### src/rtl/seq_signed_div.sv
// ============================================================================
// Module   : seq_signed_div
// Function : Sequential N-bit signed divider (restoring, one quotient bit per
//            cycle) with valid/ready handshakes and divide-by-zero/overflow flags.
// Revision : 1.0 - initial release
// ============================================================================
`default_nettype none

module seq_signed_div #(
  parameter int N = 16
) (
  input  logic         clk,
  input  logic         rst,
  input  logic         in_valid,
  output logic         in_ready,
  input  logic [N-1:0] dividend,
  input  logic [N-1:0] divisor,
  output logic         out_valid,
  input  logic         out_ready,
  output logic [N-1:0] quotient,
  output logic [N-1:0] remainder,
  output logic         div_zero,
  output logic         ovf
);

  localparam int            CW     = $clog2(N);
  localparam logic [N-1:0]  C_MIN  = {1'b1, {(N-1){1'b0}}};
  localparam logic [N-1:0]  C_MAX  = ~C_MIN;
  localparam logic [CW-1:0] C_LAST = CW'(N - 1);

  typedef enum logic [1:0] {
    IDLE = 2'd0,
    CALC = 2'd1,
    FIX  = 2'd2,
    DONE = 2'd3
  } state_t;

  state_t        state_q, state_d;
  logic [CW-1:0] cnt_q, cnt_d;
  logic [N-1:0]  quo_q, quo_d;
  logic [N:0]    rem_q, rem_d;
  logic [N-1:0]  divmag_q, divmag_d;
  logic          sa_q, sa_d;
  logic          sb_q, sb_d;
  logic [N-1:0]  quotient_q, quotient_d;
  logic [N-1:0]  remainder_q, remainder_d;
  logic          div_zero_q, div_zero_d;
  logic          ovf_q, ovf_d;

  logic [N-1:0]  w_a_mag;
  logic [N-1:0]  w_b_mag;
  logic [N:0]    w_shift;
  logic [N:0]    w_sub;
  logic          w_ge;

  // The magnitude of the most negative value is 2^(N-1), which still fits unsigned.
  assign w_a_mag = dividend[N-1] ? -dividend : dividend;
  assign w_b_mag = divisor[N-1]  ? -divisor  : divisor;

  // quo_q starts as the dividend magnitude and is shifted out MSB first while
  // quotient bits shift in from the bottom.
  assign w_shift = (rem_q << 1) | {{N{1'b0}}, quo_q[N-1]};
  assign w_sub   = w_shift - {1'b0, divmag_q};
  assign w_ge    = (w_shift >= {1'b0, divmag_q});

  always_ff @(posedge clk) begin
    if (rst) begin
      state_q     <= IDLE;
      cnt_q       <= '0;
      quo_q       <= '0;
      rem_q       <= '0;
      divmag_q    <= '0;
      sa_q        <= 1'b0;
      sb_q        <= 1'b0;
      quotient_q  <= '0;
      remainder_q <= '0;
      div_zero_q  <= 1'b0;
      ovf_q       <= 1'b0;
    end else begin
      state_q     <= state_d;
      cnt_q       <= cnt_d;
      quo_q       <= quo_d;
      rem_q       <= rem_d;
      divmag_q    <= divmag_d;
      sa_q        <= sa_d;
      sb_q        <= sb_d;
      quotient_q  <= quotient_d;
      remainder_q <= remainder_d;
      div_zero_q  <= div_zero_d;
      ovf_q       <= ovf_d;
    end
  end

  always_comb begin
    state_d     = state_q;
    cnt_d       = cnt_q;
    quo_d       = quo_q;
    rem_d       = rem_q;
    divmag_d    = divmag_q;
    sa_d        = sa_q;
    sb_d        = sb_q;
    quotient_d  = quotient_q;
    remainder_d = remainder_q;
    div_zero_d  = div_zero_q;
    ovf_d       = ovf_q;
    in_ready    = 1'b0;
    out_valid   = 1'b0;

    case (state_q)
      IDLE: begin
        in_ready = 1'b1;
        if (in_valid) begin
          sa_d       = dividend[N-1];
          sb_d       = divisor[N-1];
          quo_d      = w_a_mag;
          divmag_d   = w_b_mag;
          rem_d      = '0;
          cnt_d      = '0;
          div_zero_d = 1'b0;
          ovf_d      = (dividend == C_MIN) && (divisor == '1);
          if (divisor == '0) begin
            div_zero_d  = 1'b1;
            ovf_d       = 1'b0;
            quotient_d  = dividend[N-1] ? C_MIN : C_MAX;
            remainder_d = dividend;
            state_d     = DONE;
          end else begin
            state_d = CALC;
          end
        end
      end
      CALC: begin
        rem_d = w_ge ? w_sub : w_shift;
        quo_d = {quo_q[N-2:0], w_ge};
        cnt_d = cnt_q + CW'(1);
        if (cnt_q == C_LAST) begin
          state_d = FIX;
        end
      end
      FIX: begin
        quotient_d  = (sa_q ^ sb_q) ? -quo_q : quo_q;
        remainder_d = sa_q ? -rem_q[N-1:0] : rem_q[N-1:0];
        state_d     = DONE;
      end
      DONE: begin
        out_valid = 1'b1;
        if (out_ready) begin
          state_d = IDLE;
        end
      end
      default: state_d = IDLE;
    endcase
  end

  assign quotient  = quotient_q;
  assign remainder = remainder_q;
  assign div_zero  = div_zero_q;
  assign ovf       = ovf_q;

endmodule

`default_nettype wire

### config.mk
export PLATFORM = sky130hd
export DESIGN_NAME = seq_signed_div
export DESIGN_NICKNAME = d
export VERILOG_FILES = /design/src/rtl/seq_signed_div.sv
export SDC_FILE = /design/constraint.sdc
export NUM_CORES = 1
export LEC_CHECK = 0
export ABC_AREA = 1
export BUFFER_PORTS_ARGS = -buffer_cell sky130_fd_sc_hd__buf_2
export CAP_MARGIN = 20
export CORE_ASPECT_RATIO = 1.25
export CORE_MARGIN = 1
export CORE_UTILIZATION = 56
export CTS_BUF_LIST = sky130_fd_sc_hd__clkbuf_4
export CTS_CLUSTER_DIAMETER = 50
export DETAILED_ROUTE_END_ITERATION = 12
export PLACE_DENSITY = 0.9
export SLEW_MARGIN = 5
export SYNTH_ARGS = -nofsm -noshare
export SYNTH_HDL_FRONTEND = slang
export SYNTH_SLANG_ARGS = --single-unit
export TNS_END_PERCENT = 10
### constraint.sdc
create_clock -name clk -period 2.05 [get_ports clk]
set_clock_uncertainty 0.1 [all_clocks]
set_input_delay 0.205 -clock clk [delete_from_list [all_inputs] [get_ports clk]]
set_output_delay 0.205 -clock clk [all_outputs]
set_load 0.05 [all_outputs]
==> metrics.yaml, run 1 <==
outcome: "complete, but fails checks"
violations: "setup timing"
fin_nets: 1248
synth_seq_cells: 90
drt_iter0_markers: 610
crit_family: "simple AND/OR/NAND/NOR gates"
synth_commonest_cells: "nand2_1 (280), inv_1 (148), nor2_1 (112), a21oi_1 (104), nand3_1 (102)"
timing.final.ws_setup_ns: -0.0562
ant_nets: 0
gp_congestion: 0.985
ir_drop_uv: 1260
drc: 0
worst_slew_pin_slew_ns: 0.477
hold_class: "input pin to flip-flop"
wl_um: 19400
grt_max_degree: 32
avgSynthCellArea_um2: 6.10
grt_pass1_vias: 6544
clk_path_buf_depth: 2
reg2reg_slack_ns: -0.06
cellPowerDensity_nw_per_um2: 1910
synthCells: 1077
cp-endpoint: "rem_q[6]$_SDFFE_PP0P_"
yosys.area.top_type: "dfxtp_1"
port_buffers: 71
cts_buffers: 9
drtPass1Iterations: 7
rsz0062_at_grt: "true"
whs_ns: 0.0118
grt_pass1_wl_um: 30100
area_growth_pct: 20.8
num_vias: 7438
synth-edff-count: 0
postLayoutCoreUtil_pct: 70.6
fmax_mhz: 475
async_reset_ff_share_pct: 0
setup_viol: 1
post_drt_wl_per_cell_um: 14.7
reg2reg_depth: 11
finalCriticalPeriod_ns: 2.11
die_w_um: 98.9
start_util_pct: 58.4
place_hpwl_um: 14600
crit_path_end_kind: "flip-flop"
diodes: 0
cp.arrival_ns: 2.36
crit_start: "divmag_q[0]$_SDFFE_PP0P_"
crit_buf_inv: 1
core_area_um2: 11200
cts-root-buf: "clkbuf_4"
cp_common_cell: "nand2_1"
relSlewSlack_pct: 67.9
synth_cell_types: 49
drv_slew: 0
regArea_um2: 1830
antenna_found_initial: 0
cts_sinks: 90
total_power_mw: 15.1
cp_slowest_stage_delay_ns: 0.43
syn-num-nets: 1140
cap_viol_max_count: 0
cts.clk_slew.worst_paths_ns: 0.15
place_ws_ns: -0.0579
r2r-start: "divmag_q[0]$_SDFFE_PP0P_"
synthTopCellsByArea: "dfxtp_1 (27%), nand2_1 (16%), inv_1 (8.5%), a21oi_1 (7.9%), nand3_1 (7.8%)"
fillCellCount: 940
critical_path.max_fanout: 4
netlist.area_leader.share_pct: 27.4
grt-ovfl-total: 0
path_depth: 11
r2r-end: "rem_q[6]$_SDFFE_PP0P_"
grt_use_total_pct: 31.1
final.setup.tns_ns: -0.0562
finalHoldViolCount: 0
vias_per_cell: 5.61
die_h_um: 123
required_ns: 2.30
io_pins: 72
synth_top_flop_cell: "dfxtp_1"
clock_latency_ns: 0.47
placementRows: 43
fin_crit_sh_pct: 103
cp-start-kind: "flip-flop"
crit_type: "flip-flop to flip-flop"
worstPathCellList: "ha_4 > inv_2 > fa_2 > nand3_2 > nand3_4 > nand2_1 > nand2_1 > xnor2_1 > nand2_1 > nand3_1 > a21oi_1"
drive_gt1_share_pct: 20.8
htreeDepth: 3
yosys.cell_count.top_type: "nand2_1"
multiInputGateArea_um2: 4310
seq_area_frac_synth_pct: 27.4
slowest_stage: "dfxtp_1"
cellLeakagePower_nw: 3.86
die-area_um2: 12200
syn_area_um2: 6570
cts_tree: "built"
yosysWarnings: 0
==> metrics by stage <==
| stage | cell area [um^2] | cells |
|---|---|---|
| floorplan | 6570 | 1077 |
| global placement | 7330 | 1301 |
| detailed placement | 7330 | 1301 |
| CTS | 7580 | 1324 |
| global route | 7940 | 1325 |
| finish | 7940 | 1325 |
==> worst min-delay path by stage <==
stage,to,start,slack (ns),cells past startpoint
2_1_floorplan,remainder[11]$_SDFFE_PP0P_,dividend[11],0.28,2
3_3_place_gp,ovf$_SDFFE_PP0P_,ovf$_SDFFE_PP0P_,0.35,2
3_5_place_dp,ovf$_SDFFE_PP0P_,ovf$_SDFFE_PP0P_,0.36,2
4_1_cts,divmag_q[7]$_SDFFE_PP0P_,divisor[7],0.005,3
5_1_grt,divmag_q[14]$_SDFFE_PP0P_,divisor[14],0.004,3
6_report,divmag_q[14]$_SDFFE_PP0P_,divisor[14],0.01,3
==> placed cells by master (no fill, tap or decap), drive strengths merged <==
master	instances
a21o	1
a21oi	107
a221oi	2
a31oi	1
and2	2
and3	1
buf	130
bufinv	1
clkbuf	9
clkinv	5
clkinvlp	3
dfxtp	90
dlygate4sd3	5
fa	1
ha	26
inv	153
nand2	286
nand3	103
nand3b	3
nand4	16
nor2	117
nor3	13
nor3b	1
nor4	3
o211ai	7
o21ai	69
o221ai	2
o22ai	2
o31ai	2
or2	3
xnor2	7
xor2	19
==> cell type report <==
type / count / area share (%)
repair buffers: 135 / 11.3
clock inverters: 7 / 0.993
inverters: 155 / 7.39
well taps: 135 / 2.13
clock buffers: 9 / 0.851
flip-flops and latches: 90 / 23.0
multi-input cells: 794 / 54.3
==> what timing repair did <==
action / CTS / global route
endpoints found under the setup margin: 16 / 44
endpoints found under the hold margin: 6 / 0
pin swaps: 2 / 18
hold buffers: 5 / 0
buffers inserted: 2 / 1
cloned: 0 / 0
gates resized for setup: 10 / 80
==> where the power goes <==
part           total [mW]  internal, mW  switching, mW
Combinational        11.4          4.37           7.02
Clock                1.06         0.379          0.678
Sequential           2.68          2.23          0.454
==> state kept, by name, indices dropped and copies added, names as in the netlist <==
signal	cells
cnt_q	4
div_zero	1
divmag_q	16
ovf	1
quo_q	16
quotient	16
rem_q	16
remainder	16
sa_q	1
sb_q	1
state_q	2
==> worst min-delay path, delay by kind of cell <==
kind | cells | cell delay [ns]
buffers and inverters | 1 | 0.14
XOR/XNOR | 1 | 0.08
AO/OA/AOI/OAI | 1 | 0.12
==> per-layer routing <==
metal	vias to the layer above	track usage, %	wire length [um]
met1	3334	36.7	7770
met5	-	0	0
li1	3688	-	-
met4	0	18.4	949
met2	346	54.4	9320
met3	70	3.90	1390
==> cells by family (layout without fill, tap and decap cells) <==
logic type | Yosys count | after routing | synth area share [%]
buffers and inverters | 193 | 306 | 12.3
adder cells (fa/ha/maj) | 27 | 27 | 5.26
XOR/XNOR | 26 | 26 | 3.47
AND/OR/NAND/NOR | 548 | 548 | 35.9
flip-flops | 90 | 90 | 27.4
AO/OA/AOI/OAI | 193 | 193 | 15.7
(Power assumes the default switching activity.)
==> inputs of run 2 (changes only) <==
CELL_PAD_IN_SITES_DETAIL_PLACEMENT = 1   (was not set)
CELL_PAD_IN_SITES_GLOBAL_PLACEMENT = 1   (was not set)
CORE_UTILIZATION = 39   (was 56)
==> run 2 against run 1 <==
Via count is 8.4% higher. Die area grew 43%. The run still ends with setup timing left. Highest routed layer unchanged. Worst hold slack better by 0.021 ns. Largest cell class unchanged. Global-route usage is 2.2 points lower. Final cell count grew 7.7%. Cell area rose by 5.0%. Sequential cell count is the same. Non-clock buffer count rose by 19.
==> metrics.yaml, run 2 (synthesis results as in run 1) <==
outcome: "complete, but fails checks"
violations: "setup timing"
crit_buf_inv: 3  # +2
reg2reg_slack_ns: -0.09  # -0.03 ns
place_hpwl_um: 18100  # +24%
r2r-start: "divmag_q[4]$_SDFFE_PP0P_"
reg2reg_depth: 13  # +2
hold_depth: 3  # unchanged
timing.final.ws_setup_ns: -0.0902  # -0.0339 ns
vias_per_cell: 5.65  # +0.67%
fmax_mhz: 467  # -1.6%
core_area_um2: 16300  # +45%
min_to: "remainder[11]$_SDFFE_PP0P_"
area_growth_pct: 26.9
cp.arrival_ns: 2.40  # +0.04 ns
grt-ovfl-total: 0  # unchanged
critical_path.max_fanout: 4  # unchanged
required_ns: 2.31  # about the same
cap_viol_max_count: 0  # unchanged
antenna_found_initial: 1  # +1
worst_slew_pin_slew_ns: 0.637  # +0.159 ns
slowest_stage: "dfxtp_2"
fin_crit_sh_pct: 104  # +1.7 points
htreeDepth: 3  # unchanged
cp-start-kind: "flip-flop"
cts_tree: "built"
setup_viol: 15  # +14
crit_type: "flip-flop to flip-flop"
cp_slowest_stage_delay_ns: 0.36  # -0.07 ns
finalHoldViolCount: 0  # unchanged
grt_max_degree: 44  # +38%
drt_iter0_markers: 647  # +6.1%
grt_use_total_pct: 28.9  # -2.2 points
cts_buffers: 9  # unchanged
most-common-layout-cells: "nand2_1 (257), inv_1 (137), nor2_1 (101)"
placementRows: 52  # +21%
drc: 0  # unchanged
post_drt_wl_per_cell_um: 19.3  # +32%
cts.clk_slew.worst_paths_ns: 0.16  # about the same
io_pins: 72  # unchanged
fin_nets: 1269  # +1.7%
drv_slew: 0  # unchanged
layout_commonest_cell: "nand2_1"
die_w_um: 118  # +19%
rsz0062_at_grt: "true"
die_h_um: 147  # +20%
finalCriticalPeriod_ns: 2.14  # +0.0339 ns
clk_path_buf_depth: 2  # unchanged
cts_sinks: 90  # unchanged
drive_gt1_share_pct: 23.4  # +2.6 points
final.setup.tns_ns: -0.614  # -0.558 ns
drtPass1Iterations: 5  # -2
hold_class: "input pin to flip-flop"
num_vias: 8064  # +8.4%
grt_pass1_wl_um: 40000  # +33%
wl_um: 27600  # +42%
r2r-end: "rem_q[12]$_SDFFE_PP0P_"
cts-root-buf: "clkbuf_4"
ant_nets: 0  # unchanged
hp-start: "dividend[11]"
grt_pass1_vias: 8097  # +24%
relSlewSlack_pct: 57.2  # -11 points
worstPathCellList: "inv_1 > ha_4 > nand2_2 > nor2_4 > buf_4 > buf_4 > nand3_1 > nand3_1 > nand2_1 > nand2_1 > nand2_1 > nand3_1 > a21oi_1"
die-area_um2: 17400  # +43%
crit_family: "simple AND/OR/NAND/NOR gates"
crit_path_end_kind: "flip-flop"
clock_latency_ns: 0.49  # +0.02 ns
gp_congestion: 0.885  # -10%
port_buffers: 71  # unchanged
start_util_pct: 40.2  # -18 points
==> run 2: repair_timing <==
action | CTS | global route
endpoints found under the setup margin | 21 | 47
resized for setup | 26 | 96
endpoints found under the hold margin | 15 | 1
hold buffers | 15 | 1
pin swaps | 5 | 15
cloned | 2 | 0
buffers inserted | 2 | 6
==> run 2: final cells by class <==
type / instances / area, um^2
antenna: 1 / 2.50
clock buffer: 10 / 75.1
clock inverter: 5 / 55.1
fill: 2229 / 8000
inverter: 155 / 587
multi-input combinational: 796 / 4440
sequential: 90 / 1830
tap: 216 / 270
timing repair buffer: 154 / 1070
==> run 2: how the worst max path moves through the flow <==
stage,start,to,slack (ns),depth (start not counted)
4_1_cts,state_q[0]$_SDFFE_PP0P_,rem_q[14]$_SDFFE_PP0P_,-0.07,9
3_3_place_gp,divmag_q[10]$_SDFFE_PP0P_,rem_q[15]$_SDFFE_PP0P_,-0.004,11
5_1_grt,divmag_q[5]$_SDFFE_PP0P_,rem_q[15]$_SDFFE_PP0P_,-0.17,15
6_report,divmag_q[4]$_SDFFE_PP0P_,rem_q[12]$_SDFFE_PP0P_,-0.09,13
3_5_place_dp,divmag_q[15]$_SDFFE_PP0P_,rem_q[9]$_SDFFE_PP0P_,-0.09,13
2_1_floorplan,state_q[0]$_SDFFE_PP0P_,quotient[1]$_SDFFE_PP0P_,0.08,11
==> run 2: routing by layer <==
| metal | part of all wire [%] | GRT usage [%] | vias to the layer above |
|---|---|---|---|
| li1 | - | - | 3728 |
| met1 | 38 | 32.6 | 3911 |
| met2 | 51 | 52.8 | 324 |
| met3 | 4.9 | 2.83 | 101 |
| met4 | 5.5 | 16.7 | 0 |
| met5 | 0 | 0 | - |
==> run 2: stage by stage <==
stage          setup WS [ns]  hold slack, ns  std cells  utilization [%]  instance area, um^2
2_1_floorplan         0.0798           0.277       1077                -                 6570
3_5_place_dp         -0.0916           0.355       1385             45.7                 7470
6_report             -0.0902          0.0325       1427             51.0                 8330
5_1_grt               -0.171         0.00862       1427             51.0                 8330
4_1_cts              -0.0706        0.000208       1419             48.8                 7960
3_3_place_gp        -0.00422           0.352       1385             45.7                 7470
==> run 2: worst min-delay path: cells and delay by family <==
| family | cells | cell delay [ns] |
|---|---|---|
| buffers and inverters | 1 | 0.16 |
| AOI/OAI and AO/OA | 2 | 0.21 |
Power of run 2 is not shown: default switching activity piles up to over one toggle a cycle in this logic, so the estimate is an artifact.
